File: config.mk
export PLATFORM = sky130hd
export DESIGN_NAME = fwd_hazard_unit
export DESIGN_NICKNAME = d
export VERILOG_FILES = /design/src/rtl/fwd_hazard_unit.sv
export SDC_FILE = /design/constraint.sdc
export NUM_CORES = 1
export LEC_CHECK = 0
export ABC_CLOCK_PERIOD_IN_PS = 3400
export CAP_MARGIN = 30
export CELL_PAD_IN_SITES_DETAIL_PLACEMENT = 0
export CELL_PAD_IN_SITES_GLOBAL_PLACEMENT = 2
export CORE_UTILIZATION = 30
export DETAILED_ROUTE_END_ITERATION = 8
export PLACE_DENSITY_LB_ADDON = 0.05
export SYNTH_ARGS = -nofsm -noshare
export SYNTH_HDL_FRONTEND = slang
export SYNTH_SLANG_ARGS = --single-unit
File: constraint.sdc
create_clock -name clk -period 3.4 [get_ports clk]
set_clock_uncertainty 0.05 [all_clocks]
set_input_delay 0.51 -clock clk [delete_from_list [all_inputs] [get_ports clk]]
set_output_delay 0.51 -clock clk [all_outputs]
set_load 0.005 [all_outputs]
File: src/rtl/fwd_hazard_unit.sv
// Operand-forwarding and load-use hazard unit with a shift-register scoreboard
// of in-flight register writers and a saturating stall-cycle counter.
module fwd_hazard_unit #(
    parameter int unsigned DEPTH = 2,
    parameter int unsigned LATW  = 3,
    parameter int unsigned SELW  = 3
) (
    input  logic            clk,
    input  logic            rst_n,
    input  logic            pipe_adv,
    input  logic            flush,
    input  logic            issue_valid,
    input  logic [4:0]      issue_rs1,
    input  logic [4:0]      issue_rs2,
    input  logic            issue_use_rs1,
    input  logic            issue_use_rs2,
    input  logic            issue_wb,
    input  logic [4:0]      issue_rd,
    input  logic [LATW-1:0] issue_lat,
    output logic [SELW-1:0] fwd_sel1,
    output logic [SELW-1:0] fwd_sel2,
    output logic            stall,
    output logic [31:0]     stall_cnt
);

    localparam int unsigned REGW = 5;

    logic [DEPTH-1:0] v_q;
    logic [DEPTH-1:0] wb_q;
    logic [REGW-1:0]  rd_q  [DEPTH];
    logic [LATW-1:0]  lat_q [DEPTH];

    logic             haz1;
    logic             haz2;

    // Youngest matching writer wins; returns {hazard, select}.
    function automatic logic [SELW:0] lookup(input logic use_rs, input logic [REGW-1:0] rs);
        logic            found;
        logic            haz;
        logic [SELW-1:0] sel;
        found = 1'b0;
        haz   = 1'b0;
        sel   = '0;
        if (use_rs && (rs != REGW'(0))) begin
            for (int k = 0; k < int'(DEPTH); k++) begin
                if (!found && v_q[k] && wb_q[k] && (rd_q[k] == rs)) begin
                    found = 1'b1;
                    if (k >= int'(lat_q[k])) begin
                        sel = SELW'(k + 1);
                    end else begin
                        haz = 1'b1;
                    end
                end
            end
        end
        return {haz, sel};
    endfunction

    always_comb begin
        {haz1, fwd_sel1} = lookup(issue_use_rs1, issue_rs1);
        {haz2, fwd_sel2} = lookup(issue_use_rs2, issue_rs2);
        stall = issue_valid & ~flush & (haz1 | haz2);
    end

    // Scoreboard shift/hold/flush and stall accounting.
    always_ff @(posedge clk) begin
        if (!rst_n) begin
            v_q       <= '0;
            wb_q      <= '0;
            stall_cnt <= '0;
            for (int k = 0; k < int'(DEPTH); k++) begin
                rd_q[k]  <= '0;
                lat_q[k] <= '0;
            end
        end else if (pipe_adv) begin
            for (int k = 1; k < int'(DEPTH); k++) begin
                v_q[k]   <= (k == 1 && flush) ? 1'b0 : v_q[k-1];
                wb_q[k]  <= wb_q[k-1];
                rd_q[k]  <= rd_q[k-1];
                lat_q[k] <= lat_q[k-1];
            end
            v_q[0]   <= issue_valid & ~stall & ~flush;
            wb_q[0]  <= issue_wb & (issue_rd != REGW'(0));
            rd_q[0]  <= issue_rd;
            lat_q[0] <= issue_lat;
            if (stall && (stall_cnt != 32'hFFFF_FFFF)) begin
                stall_cnt <= stall_cnt + 32'd1;
            end
        end else if (flush) begin
            v_q[0] <= 1'b0;
        end
    end

endmodule

# ---- Word-level counts from Yosys, hierarchy flattened
# Memory sizes are Yosys's and may differ from the RTL's.
# Index checks and enable logic that the tools add are counted.
dict set report classes {
  n_bitwise 12
  shift 0
  n_mul 0
  muxes 32
  n_reduce_logical 18
  div 0
  n_addsub 1
  n_lt_le_gt_ge 2
  eq_ne 5
}
# operator n
set ops {}
lappend ops {{32-bit by 1-bit adder with 32-bit output, second input constant} 1}
lappend ops {{32-bit != test, second input constant} 1}
lappend ops {{3-bit two-way mux} 9}
lappend ops {{1-bit two-way mux} 21}
lappend ops {{5-bit equality test} 4}
lappend ops {{5-bit nonzero test} 3}
lappend ops {{1-bit logical AND} 12}
lappend ops {{5-bit two-way mux} 2}
lappend ops {{1-bit by 3-bit greater-or-equal comparator with 1-bit output, first input constant} 2}
lappend ops {{1-bit bitwise AND} 5}
lappend ops {{1-bit OR} 5}
lappend ops {{1-bit logical NOT} 2}
lappend ops {{1-bit inverter} 2}
lappend ops {{2-bit AND reduction} 1}
dict set report totals {
  romBits 0
  latch_bits 0
  word_cells 76
  regBits 36
  mem_count 2
  inputBits 26
  out_inout_bits 39
  ramBits 16
}
# memory depth word_bits read_ports rd_ports_with_merged_regs write_ports line
set mem_list {}
lappend mem_list {rd_q 2 5 2 0 2 30} ;# logic [REGW-1:0] rd_q [DEPTH];
lappend mem_list {lat_q 2 3 2 0 2 31} ;# logic [LATW-1:0] lat_q [DEPTH];

# ---- Longest topological paths before layout
# Gate-level depths: netlist of the first run.
# An unclocked memory read counts as a cell.
dict set report logic_depth {
  ltp_word 17
  depth_mapped 10
  mapped_depth_nobuf 8
}

# ---- Least setup slack after synthesis of the first run
# OpenSTA, ideal clock, no wires.
dict set report synth_path {
  kind {input-to-reg}
  start {in issue_rs2[4]}
  end {reg stall_cnt[9]}
  required_ns 3.278
  slack_ns 0.739
  path_stages 9
  path_buffers 2
  arrival_time_ns 2.539
  setup_time_ns 0.072
  cell_sequence {xor2_1 -> nor4_1 -> nand4_1 -> mux2_4 -> o32a_4 -> buf_6 -> buf_6 -> nor4_1 -> mux2i_1}
}
dict set report synth_via {
  elab_chain_len 14
  elab_cells_between_ends 19
  cone_classes {2 x eq/ne; 6 x mux; 2 x bitwise; 9 x reduce/logical}
}
# item line
set synth_lines {}
lappend synth_lines {{start, declared} 14} ;# input logic [4:0] issue_rs2,
lappend synth_lines {{5-bit equality test} 46} ;# if (!found && v_q[k] && wb_q[k] && (rd_q[k] == rs)) begin
lappend synth_lines {{1-bit logical AND} 46}
lappend synth_lines {{1-bit two-way mux} 46}
lappend synth_lines {{1-bit two-way mux} 44} ;# if (use_rs && (rs != REGW'(0))) begin
lappend synth_lines {{1-bit logical NOT} 46}
lappend synth_lines {{1-bit logical AND (3 in a row)} 46}
lappend synth_lines {{1-bit two-way mux} 46}
lappend synth_lines {{1-bit two-way mux *} 44}
lappend synth_lines {{1-bit OR *} 62} ;# stall = issue_valid & ~flush & (haz1 | haz2);
lappend synth_lines {{1-bit bitwise AND *} 62}
lappend synth_lines {{1-bit logical AND *} 86} ;# if (stall && (stall_cnt != 32'hFFFF_FFFF)) begin
lappend synth_lines {{2-bit AND reduction (no line) *} --}
lappend synth_lines {{end signal, assigned} 87} ;# stall_cnt <= stall_cnt + 32'd1;
lappend synth_lines {{end, declared} 23} ;# output logic [31:0] stall_cnt
# Mark *: on every way between the ends. The rest lies on a longest branch, timed or not. The select of a mux whose other input is x is not followed.
# A chain may end at the register's enable or synchronous reset.

# ---- Worst setup path after layout of the first run
dict set report layout_path {
  start {in issue_rs2[2]}
  end {out stall}
}
dict set report layout_via {
  elab_chain_len 12
  elab_cells_between_ends 17
  cone_classes {2 x eq/ne; 6 x mux; 2 x bitwise; 7 x reduce/logical}
}
# item line
set layout_lines {}
lappend layout_lines {{5-bit equality test} 46}
lappend layout_lines {{1-bit logical AND} 46}
lappend layout_lines {{1-bit two-way mux} 46}
lappend layout_lines {{1-bit two-way mux} 44}
lappend layout_lines {{1-bit logical NOT} 46}
lappend layout_lines {{1-bit logical AND (3 in a row)} 46}
lappend layout_lines {{1-bit two-way mux} 46}
lappend layout_lines {{1-bit two-way mux *} 44}
lappend layout_lines {{1-bit OR *} 62}
lappend layout_lines {{1-bit bitwise AND *} 62}
lappend layout_lines {{end, declared} 22} ;# output logic stall,
# Marked as above.

==> impl_metrics.json, run 1 <==
{
  "globalplace.congestion": 0.761,
  "final_common_cell": "clkdlybuf4s50_1",
  "io_pins": 65,
  "worst_setup_path_start_kind": "input pin",
  "worstRegToRegCells": 8,
  "min_period_ns": 3.13,
  "synthSimpleGateAreaFrac_pct": 31.7,
  "hpwlAfterDp_mm": 5.27,
  "status": "finished, final reports clean",
  "cts_tree": "built",
  "drtAntennaViolNets": 0,
  "crit-reg2reg-launch": "rd_q[0][2]",
  "max_slew_margin_pct": 53.7,
  "synth-edff-count": 15,
  "grt_pass1_wl_mm": 12.0,
  "yosysWarnings": 0,
  "clkLatencyLatePin_ns": 0.30,
  "cts_sinks": 51,
  "hold_violations": 0,
  "synth_top_family_by_area": "simple AND/OR/NAND/NOR gates",
  "antenna_found_initial": 0,
  "critical_path_class": "in2out",
  "path_clk_slew_ns": 0.10,
  "path_cells": "clkdlybuf4s50_1 > xor2_1 > nor4_2 > nand4_1 > mux2_4 > o22a_1 > nor3b_1 > dlygate4sd2_1",
  "tns_ns": 0,
  "wl_mm": 7.37,
  "cap_violations": 0,
  "power.leakage_nw": 1.24,
  "drcViolationCount": 0,
  "ys_seq_area_share_pct": 40.9,
  "critPathMaxFanout": 2,
  "rows": 35,
  "crit_start": "issue_rs2[2]",
  "coreArea_um2": 9240,
  "synth_seq_cells": 51,
  "die_h_um": 99.7,
  "synthArstFlopShare_pct": 0,
  "numCtsBuffers": 5,
  "finalCritPeriodShare_pct": 92.0,
  "slowest_stage": "clkdlybuf4s50_1",
  "rsz0062_at_grt": "no",
  "dieArea_um2": 9940,
  "critPathCaptureType": "output pin",
  "grt_usage_pct": 15.1,
  "hold_path_class": "reg2reg",
  "mostFrequentLayoutCells": "clkdlybuf4s50_1 (61), dfxtp_1 (36), nand2_1 (30)",
  "htree_num_levels": 2,
  "synth_compound_area_share_pct": 12.1,
  "ys_types": 44,
  "arrival_ns": 2.57,
  "grt_pass1_vias": 2372,
  "critPathMaxStageDelay_ns": 0.44,
  "area_growth_pct": 33.0,
  "p_per_area_nw_per_um2": 295,
  "worst_slew_pin_slew_ns": 0.694,
  "initial_core_util_pct": 31.0,
  "syn_area_um2": 2860,
  "ctsLongestPathBuffers": 2,
  "crit_required_ns": 2.84,
  "synth.area.mux_share_pct": 4.06,
  "routed_via_density": 4.97,
  "drt-initial-drc-count": 114,
  "synthXorXnorAreaFrac_pct": 6.12,
  "ir_drop_mv": 0.144,
  "grt_max_degree": 40,
  "r2r_end": "stall_cnt[6]",
  "slew_viol_final": 0,
  "max_freq_ghz": 0.320,
  "numPortBuffers": 62,
  "dp_worst_setup_slack_ns": -0.111,
  "final_nets": 415,
  "root_buffer": "clkbuf_8",
  "syn_avg_cell_area_um2": 9.06,
  "synth-main-ff-cell": "dfxtp_1",
  "hold_depth": 2,
  "drt_pass1_iterations": 4,
  "gr-total-overflow": 0,
  "crit_end": "stall",
  "fp.dieW_um": 99.7,
  "r2r_slack_ns": 0.52,
  "antennaDiodeCount": 0,
  "post_cts_buffers": 0,
  "finalSetupViolations": 0,
  "post_drt_wl_per_cell_um": 14.2,
  "drive_gt1_share_pct": 11.1,
  "syn-instance-count": 316,
  "vias": 2577,
  "synth_fa_ha_area_share_pct": 0.437,
  "worst_slack_ns": 0.271
}
[where the power goes]
group	internal (mW)	switching, mW	leakage [nW]	total (mW)
clock	0.144	0.211	0.0418	0.355
sequential	0.642	0.0138	0.454	0.656
combinational	0.0593	0.0529	0.742	0.112
[stage by stage]
| step | cells | instance area (um2) | hold WS (ns) | power [mW] | utilization, % |
|---|---|---|---|---|---|
| after detailed placement | 510 | 3710 | 0.434 | 0.781 | 40.1 |
| after global routing | 518 | 3810 | 0.475 | 1.18 | 41.2 |
| after floorplan | 317 | 2870 | 0.410 | 0.720 | - |
| after CTS | 518 | 3810 | 0.447 | 1.14 | 41.2 |
| after global placement | 510 | 3710 | 0.417 | 0.782 | 40.1 |
| final | 518 | 3810 | 0.441 | 1.12 | 41.2 |
[Yosys cell counts, types with 2 or more instances]
cell type	instances	share of area [%]
dfxtp_1	36	25
edfxtp_1	15	16
nor3b_1	2	0.52
buf_6	4	1.6
a21oi_1	21	3.7
or3_1	13	2.8
and3_1	18	3.9
clkbuf_1	14	1.8
nor2b_1	2	0.44
xor2_1	18	5.5
nand3b_1	4	1.0
xnor2_1	2	0.61
nor4_2	5	2.2
nand2_1	30	3.9
nor4_1	4	0.87
nand4_1	11	2.4
o21ai_0	14	2.4
nor2_1	10	1.3
or4_1	13	3.4
nor3_1	9	1.6
o211ai_1	4	1.0
or4b_1	2	0.70
inv_1	4	0.52
nor4b_2	2	1.0
o31ai_1	10	2.6
nand2b_1	9	2.0
mux2i_1	9	3.1
nand3_1	14	2.4
buf_4	2	0.52
[sequential cells by signal (all words and copies together) (netlist names)]
| register | count |
|---|---|
| lat_q | 5 |
| rd_q | 10 |
| stall_cnt | 32 |
| v_q | 2 |
| wb_q | 2 |
[area by class of cell]
class	instances	area (um2)
clock buffers	5	68.8
clock inverters	3	20.0
fillers	937	5430
inverters	5	18.8
multi-input cells	241	1580
flip-flops and latches	51	1170
well taps	129	161
repair buffers	84	785
[worst min-delay path by stage]
stage	from	to	slack (ns)
after detailed placement	v_q[1]	v_q[1]	0.43
final	stall_cnt[9]	stall_cnt[9]	0.44
after floorplan	v_q[1]	v_q[1]	0.41
after CTS	stall_cnt[9]	stall_cnt[9]	0.45
after global routing	stall_cnt[9]	stall_cnt[9]	0.47
after global placement	stall_cnt[9]	stall_cnt[9]	0.42
[what timing repair did]
| item | 4_1_cts | 5_1_grt |
|---|---|---|
| endpoints found under the setup margin | 1 | 0 |
| gates resized for setup | 3 | 0 |
| hold buffers | 0 | 0 |
[layer usage]
metal / track usage (%) / part of all wire [%]
met1: 21.0 / 50
met2: 24.0 / 45
met3: 2.81 / 3.5
met4: 3.96 / 1.0
met5: 0 / 0
[critical path, delay by kind of cell]
| kind | cells | cell delay [ns] |
|---|---|---|
| AO/OA/AOI/OAI | 1 | 0.20 |
| XOR/XNOR | 1 | 0.16 |
| buffers and inverters | 2 | 0.70 |
| multiplexers | 1 | 0.33 |
| AND/OR/NAND/NOR | 3 | 0.67 |
[logic make-up after synthesis]
group,after synthesis
adders and majority gates,1
xor gates and xnor gates,20
DFF,51
other,1
muxes,11
AOI/OAI and AO/OA,55
buffers and inverters,25
and+or+nand+nor,152
Note: power is estimated with default switching activity, not from simulation.
==> run 2: changes to the inputs <==
RECOVER_POWER = 25   (was unset)
==> impl_metrics.json, run 2 (synthesis gave the netlist of run 1 again) <==
{
  "numPortBuffers": 62,
  "post-route-cell-area_um2": 3800,
  "worst_slew_pin_slew_ns": 0.694,
  "critPathCaptureType": "output pin",
  "htree_num_levels": 2,
  "finalSetupViolations": 0,
  "grt_usage_pct": 15.1,
  "grt_max_degree": 40,
  "root_buffer": "clkbuf_8",
  "min_period_ns": 3.13,
  "die_h_um": 99.7,
  "cts_hold_buf": 0,
  "area_growth_pct": 32.8,
  "reg.largest.list": "stall_cnt (32), rd_q (10), lat_q (5)",
  "power_frac_seq_pct": 58.4,
  "top_register": "stall_cnt",
  "switching_share_pct": 24.8,
  "critical_path_class": "in2out",
  "hold_depth": 2,
  "globalplace.congestion": 0.761,
  "post_cts_buffers": 0,
  "crit-reg2reg-launch": "rd_q[0][2]",
  "drt-initial-drc-count": 113,
  "wl_mm": 7.37,
  "cts_sinks": 51,
  "hpwlAfterDp_mm": 5.27,
  "critPathMaxFanout": 2,
  "ir_drop_mv": 0.143,
  "cap_violations": 0,
  "drtAntennaViolNets": 0,
  "switchingPower_mw": 0.278,
  "mostFrequentLayoutCells": "clkdlybuf4s50_1 (53), dfxtp_1 (36), nand2_1 (30)",
  "ctsLongestPathBuffers": 2,
  "antennaDiodeCount": 0,
  "place_inst": 510,
  "clkLatencyLatePin_ns": 0.30,
  "dieArea_um2": 9940,
  "fin_cells": 518,
  "slew_viol_final": 0,
  "arrival_ns": 2.57,
  "hold_path_class": "reg2reg",
  "r2r_slack_ns": 0.52,
  "rsz0062_at_grt": "no",
  "drt_pass1_iterations": 4,
  "status": "finished, final reports clean",
  "hold_violations": 0,
  "worst_setup_path_start_kind": "input pin",
  "whs_endpoint": "stall_cnt[9]",
  "gr-total-overflow": 0,
  "routed_via_density": 4.96,
  "finalCritPeriodShare_pct": 92.0,
  "min_from": "stall_cnt[9]",
  "initial_core_util_pct": 31.0,
  "final_nets": 415,
  "path_clk_slew_ns": 0.10,
  "max_slew_margin_pct": 53.7,
  "post_drt_wl_per_cell_um": 14.2,
  "r2r_end": "stall_cnt[6]",
  "antenna_found_initial": 0,
  "drcViolationCount": 0,
  "io_pins": 65,
  "clock_power_share_pct": 31.7,
  "max_freq_ghz": 0.320,
  "grt_pass1_vias": 2372,
  "fp.dieW_um": 99.7,
  "power.leakage_nw": 1.26,
  "vias": 2570,
  "drive_gt1_share_pct": 10.8,
  "coreArea_um2": 9240,
  "dpl_cell_area_um2": 3710,
  "p_int_mw": 0.844,
  "worstRegToRegCells": 8,
  "cts_tree": "built",
  "crit_required_ns": 2.84,
  "rows": 35,
  "grt_pass1_wl_mm": 12.0,
  "final_common_cell": "clkdlybuf4s50_1",
  "numCtsBuffers": 5,
  "p_per_area_nw_per_um2": 295,
  "combPwrFrac_pct": 9.9,
  "largest_register_ffs": 32
}
run 2: changes by cell type in the layout (fill, tap and decap cells not counted):
cell / previous run / this run
dlygate4sd3_1: 0 / 8
clkdlybuf4s50_1: 61 / 53
buf_4: 22 / 21
clkbuf_1: 0 / 1
run 2: layer usage:
metal,share of wire [%],global-route usage [%],wire length [um]
met1,50,21.0,3700
met2,45,24.0,3330
met3,3.5,2.81,258
met4,1.0,3.96,77
met5,0,0,0
run 2: worst max-delay path by stage:
stage / endpoint / start / slack (ns) / cells past startpoint
3_5_place_dp: stall / issue_rs2[4] / -0.11 / 8
6_report: stall / issue_rs2[2] / 0.27 / 8
5_1_grt: stall / issue_rs2[2] / 0.1 / 8
4_1_cts: stall / issue_rs2[2] / 0.24 / 8
3_3_place_gp: stall / issue_rs2[4] / -0.08 / 8
2_1_floorplan: stall_cnt[9] / issue_rs2[4] / 0.74 / 9
run 2: critical path, cell delays in order:
cell and delay, ns:
clkdlybuf4s50_1 0.44, xor2_1 0.16, nor4_2 0.31, nand4_1 0.18
mux2_4 0.33, o22a_1 0.20, nor3b_1 0.18, dlygate4sd2_1 0.26
run 2: power groups by stage:
stage	combinational (mW)	sequential [mW]	clock (mW)
3_5_place_dp	0.111	0.670	0
3_3_place_gp	0.111	0.670	0
2_1_floorplan	0.0543	0.665	0
5_1_grt	0.124	0.658	0.401
6_report	0.111	0.656	0.355
4_1_cts	0.114	0.656	0.372
run 2: cell type report:
type | count | area [um2]
multi-input combinational | 241 | 1580
fill | 937 | 5440
sequential | 51 | 1170
timing repair buffer | 84 | 781
clock buffer | 5 | 68.8
clock inverter | 3 | 20.0
inverter | 5 | 18.8
tap | 129 | 161
run 2: timing repair:
| action | in CTS | in global routing |
|---|---|---|
| resized for setup | 3 | 0 |
| endpoints found under the hold margin | 0 | 0 |
| endpoints found under the setup margin | 1 | 0 |
run 2: per-stage QoR:
| stage | TNS [ns] | power [mW] | worst slack (ns) | hold slack (ns) | utilization [%] |
|---|---|---|---|---|---|
| 3_3_place_gp | -0.101 | 0.782 | -0.0805 | 0.417 | 40.1 |
| 4_1_cts | 0 | 1.14 | 0.238 | 0.447 | 41.2 |
| 2_1_floorplan | 0 | 0.720 | 0.739 | 0.410 | - |
| 3_5_place_dp | -0.205 | 0.781 | -0.111 | 0.434 | 40.1 |
| 5_1_grt | 0 | 1.18 | 0.0994 | 0.472 | 41.2 |
| 6_report | 0 | 1.12 | 0.271 | 0.438 | 41.2 |
